### config.mk
export PLATFORM = sky130hd
export DESIGN_NAME = piso_tx4_flat
export DESIGN_NICKNAME = d
export VERILOG_FILES = /design/src/rtl/piso_tx4_if.sv /design/src/rtl/piso_tx4.sv /design/src/flat_wrapper.sv
export SDC_FILE = /design/constraint.sdc
export NUM_CORES = 1
export LEC_CHECK = 0
export ABC_AREA = 1
export CORE_AREA = 2 2 39 41
export DETAILED_ROUTE_END_ITERATION = 10
export DIE_AREA = 0 0 41 43
export PLACE_DENSITY_LB_ADDON = 0.12
export SYNTH_ARGS = -nofsm -noshare
export SYNTH_HDL_FRONTEND = slang
export SYNTH_SLANG_ARGS = --single-unit
export TNS_END_PERCENT = 50
### constraint.sdc
create_clock -name C -period 3 [get_ports C]
set_input_delay 0.45 -clock C [delete_from_list [all_inputs] [get_ports C]]
set_output_delay 0.45 -clock C [all_outputs]
set_load 0.01 [all_outputs]
### src/rtl/piso_tx4_if.sv
// Parallel-word load / serial-out bus between a word source and the piso_tx4 transmitter.
interface piso_tx4_if #(
    parameter int unsigned WIDTH = 4
);
    logic [WIDTH-1:0] D;
    logic             LOAD;
    logic             O;
    logic             BUSY;
    logic             DONE;

    modport master (
        output D,
        output LOAD,
        input  O,
        input  BUSY,
        input  DONE
    );

    modport slave (
        input  D,
        input  LOAD,
        output O,
        output BUSY,
        output DONE
    );
endinterface

### src/rtl/piso_tx4.sv
// Parallel-in/serial-out transmitter: emits a WIDTH-bit word LSB-first on falling edges of C,
// with back-to-back reload on the completing edge and a one-period DONE pulse.
module piso_tx4 #(
    parameter int unsigned WIDTH = 4
) (
    input  logic         C,
    input  logic         nCLR,
    piso_tx4_if.slave    bus
);

    localparam int unsigned CNT_W = $clog2(WIDTH);
    localparam logic [CNT_W-1:0] LAST_BIT = CNT_W'(WIDTH - 1);

    typedef enum logic {
        IDLE,
        SHIFT
    } stateT;

    stateT            state;
    stateT            stateNext;
    logic [WIDTH-1:0] sreg;
    logic [WIDTH-1:0] sregNext;
    logic [CNT_W-1:0] cnt;
    logic [CNT_W-1:0] cntNext;
    logic             oReg;
    logic             oNext;
    logic             busyReg;
    logic             busyNext;
    logic             doneReg;
    logic             doneNext;

    // All state moves on the falling edge of C; nCLR clears everything at once.
    always_ff @(negedge C or negedge nCLR) begin
        if (!nCLR) begin
            state   <= IDLE;
            sreg    <= '0;
            cnt     <= '0;
            oReg    <= 1'b0;
            busyReg <= 1'b0;
            doneReg <= 1'b0;
        end else begin
            state   <= stateNext;
            sreg    <= sregNext;
            cnt     <= cntNext;
            oReg    <= oNext;
            busyReg <= busyNext;
            doneReg <= doneNext;
        end
    end

    // Next-state and next-output logic; DONE is a pulse so it defaults low.
    always_comb begin
        stateNext = state;
        sregNext  = sreg;
        cntNext   = cnt;
        oNext     = oReg;
        busyNext  = busyReg;
        doneNext  = 1'b0;

        case (state)
            IDLE: begin
                oNext    = 1'b0;
                busyNext = 1'b0;
                if (bus.LOAD) begin
                    stateNext = SHIFT;
                    sregNext  = bus.D;
                    oNext     = bus.D[0];
                    cntNext   = '0;
                    busyNext  = 1'b1;
                end
            end

            SHIFT: begin
                if (cnt == LAST_BIT) begin
                    // Last bit's slot ends here: pulse DONE and either chain the next word or stop.
                    doneNext = 1'b1;
                    if (bus.LOAD) begin
                        sregNext = bus.D;
                        oNext    = bus.D[0];
                        cntNext  = '0;
                        busyNext = 1'b1;
                    end else begin
                        stateNext = IDLE;
                        sregNext  = '0;
                        cntNext   = '0;
                        oNext     = 1'b0;
                        busyNext  = 1'b0;
                    end
                end else begin
                    // Present the next bit; LOAD is ignored mid-word.
                    sregNext = sreg >> 1;
                    cntNext  = cnt + CNT_W'(1);
                    oNext    = sreg[1];
                end
            end

            default: begin
                stateNext = IDLE;
            end
        endcase
    end

    assign bus.O    = oReg;
    assign bus.BUSY = busyReg;
    assign bus.DONE = doneReg;

endmodule

### src/flat_wrapper.sv
// flat-port wrapper written by rule: the top's interface ports become plain ports
module piso_tx4_flat 
#(
    parameter int unsigned WIDTH = 4
)
  (C, nCLR, bus_D, bus_LOAD, bus_O, bus_BUSY, bus_DONE);
  piso_tx4_if #(.WIDTH(WIDTH)) bus_i ();
  input  logic C;
  input  logic nCLR;
  input wire logic [$bits(bus_i.D)-1:0] bus_D;
  input wire logic [$bits(bus_i.LOAD)-1:0] bus_LOAD;
  output wire logic [$bits(bus_i.O)-1:0] bus_O;
  output wire logic [$bits(bus_i.BUSY)-1:0] bus_BUSY;
  output wire logic [$bits(bus_i.DONE)-1:0] bus_DONE;
  assign bus_i.D = bus_D;
  assign bus_i.LOAD = bus_LOAD;
  assign bus_O = bus_i.O;
  assign bus_BUSY = bus_i.BUSY;
  assign bus_DONE = bus_i.DONE;
  piso_tx4 #(.WIDTH(WIDTH)) u_core (.C(C), .nCLR(nCLR), .bus(bus_i));
endmodule
# Word-level counts from Yosys, hierarchy flattened
# Index checks and enable logic that the tools add are counted.
classes:
  n_addsub: 1
  n_mul: 0
  div_mod_pow: 0
  n_lt_le_gt_ge: 0
  eq_ne: 3
  shifts: 0
  muxes: 17
  bitwise: 1
  reduce_logical: 0
op_table:
  columns: ["cell", "count"]
  rows:
  - ["$mux W4", 3]
  - ["$pmux W4 S2", 1]
  - ["$mux W1", 7]
  - ["$pmux W1 S2", 3]
  - ["$mux W2", 2]
  - ["$ne A2 B2 Y1 const B", 2]
  - ["$pmux W2 S2", 1]
  - ["$add A2 B1 Y2 const B", 1]
  - ["$eq A2 B2 Y1 const B", 1]
  - ["$not A1 Y1", 1]
word_totals:
  regBits: 10
  latchBits: 0
  ramBits: 0
  rom_bits: 0
  elab_cells: 28
  mem_count: 0

# Longest topological paths before layout
logic_depth:
  ltp_word: 3
  mapped_depth: 6

==> metrics.cfg <==
[logic_synthesis]
synthesis.area_sq_um=437
syn_avg_cell_area_sq_um=8.91
yosysUniqueCellTypes=13
synthTopCellsByCount=nand2_1 (11), dfrtn_1 (9), nand3_1 (9)
seq_area_frac_synth_pct=51.6
synth-async-reset-ratio_pct=100
synth_most_common_cell=nand2_1
yosysTopAreaCell=dfrtn_1
synthCells=49
synth_top_area_share_pct=51.6
ys.flop_type=dfrtn_1
synth-edff-count=0
synth_nets=58
yosysWarnings=0
synth-seq-cells=9
synth.area.top_cells=dfrtn_1 (52%), nand3_1 (10%), nand2_1 (9.5%)

[worst_setup_path]
crit_chain=dlygate4sd2_1
crit_fanout=2
worstSetupPathType=flop to primary output
cp-end-kind=primary output
critPathLaunchType=flop
path_delay_family=flip-flops
rrSetupSlack_ns=1.86
slowest_stage=dfrtn_1
slowest_delay_ns=0.41
path_buf_inv=1
cp_data_required_time_ns=2.55
crit_arrival_ns=2.45

[final_layout]
syn2layout_area_growth_pct=29.8
drive_gt1_share_pct=19.4
antennaDiodeCount=0
instances_no_fill=78
layout.nets=72

[cts]
numCtsBuffers=3
cts_max_level=1
max-clock-path-buffers=2
cts_hold_buffers=0
cts-root-buf=clkbuf_4
clk_latency_ns=0.27
clk_pin_slew_ns=0.05
cts_num_sinks=9
cts_tree=done

[grt]
grt_overflow_total=0
grt_pass1_wl_um=1400
grt_pass1_vias=365
grt_max_degree=10
grt_usage_pct=12.5
antenna_found_initial=0

[floorplanning]
initial_core_util_pct=31.6
core_area_sq_mm=0.00138
ios=10
rows=14
die_area_sq_mm=0.00176
die_h_um=43
die_w_um=41

[sta]
relSlewSlack_pct=71.4
finalSetupViolations=0
skew_ns=0.00732
rsz0062_at_grt=no
finalHoldViolCount=0
tns_ns=0
finalMaxSlewViolations=0
tightest_slew_ns=0.428

[routing]
first_pass_iters=4
viasPerCell=4.58
vias=357
drt_iter0_drc=11
drc=0
drt.antenna.violating_nets=0
wl_per_cell_um=10.6
drt-total-wl_um=827

[pwr]
power_uw=508
switchingPower_uw=195
p_leak_uw=0.000299
power_frac_seq_pct=43.6
vdd_ir_drop_max_mv=0.308
p_sw_share_pct=38.4
p_int_uw=313
pwr-share-clk_pct=18.8
power_density_mw_per_mm2=896
p_comb_share_pct=37.6

[placement]
io_buffers=9
place_congestion=0.695
dp_cells=74
hpwl_um=627

[run_status]
status=finished, final reports clean

[job]
drv_cap=0

[min_path]
hp-class=flop to flop

==> layout make-up <==
type	instances	area, sq um
fillers	154	817
well taps	16	20.0
multi-input cells	32	169
clock inverters	1	5.00
flip-flops and latches	9	225
clock buffers	3	22.5
inverters	7	31.3
repair buffers	10	93.8
==> sequential cells by signal, summed over array words and instances (netlist names) <==
signal	flops
u_core.state	1
u_core.bus.O	1
u_core.sreg	3
u_core.bus.DONE	1
u_core.bus.BUSY	1
u_core.cnt	2
==> path summary, 6_finish.rpt <==
| check | from | end | cells after the start |
|---|---|---|---|
| worst max-delay path | u_core.bus.BUSY | bus_BUSY | 1 |
| worst min-delay path | u_core.sreg[3] | u_core.sreg[3] | 2 |
| worst max register to register | u_core.state | u_core.sreg[1] | 3 |
| worst min register to register | u_core.sreg[3] | u_core.sreg[3] | 2 |
| max in group asynchronous | nCLR | u_core.sreg[3] | 1 |
| min in group asynchronous | nCLR | u_core.state | 1 |
==> what timing repair did <==
item	4_1_cts	5_1_grt
endpoints found under the setup margin	3	0
gates resized for setup	3	0
buffers inserted	0	0
==> cells by family after synthesis <==
family / after synthesis / share of synthesized area [%]
and+or+nand+nor: 26 / 26.6
buffers and inverters: 8 / 9.74
AOI/OAI and AO/OA: 4 / 6.30
DFF: 9 / 51.6
adders and majority gates: 2 / 5.73
==> routing by layer <==
metal / global-route usage (%) / vias to the layer above / wire length, um
met5: 0 / - / 0
met4: 12.0 / 0 / 25
met3: 3.14 / 4 / 45
met2: 17.2 / 10 / 355
met1: 14.8 / 163 / 401
li1: - / 180 / -
==> power by group through the flow <==
stage	logic [uW]	clock network, uW	registers, uW
after floorplan	147	0	215
after global placement	204	0	224
after detailed placement	207	0	225
after CTS	194	101	223
after global routing	228	112	230
final	191	95.4	222
==> layout by cell type (no fill, tap or decap), types with 3 or more instances in the layout <==
master	netlist	layout
nand3_1	9	9
nor2_1	3	3
inv_1	5	5
nand2_1	11	11
dlygate4sd2_1	0	3
clkbuf_4	0	3
nand2_2	3	3
clkdlybuf4s50_1	0	6
dfrtn_1	9	9
==> per-stage QoR <==
step                util [%]  worst slack [ns]  hold WS, ns  area (sq um)
floorplan                  -             0.602        0.428           437
global placement        39.2            0.0560        0.462           543
detailed placement      39.2            0.0452        0.462           543
CTS                     41.0            0.0782        0.464           567
global route            41.0            0.0365        0.496           567
finish                  41.0            0.0976        0.460           567
Power figures use the tool's default switching activity.
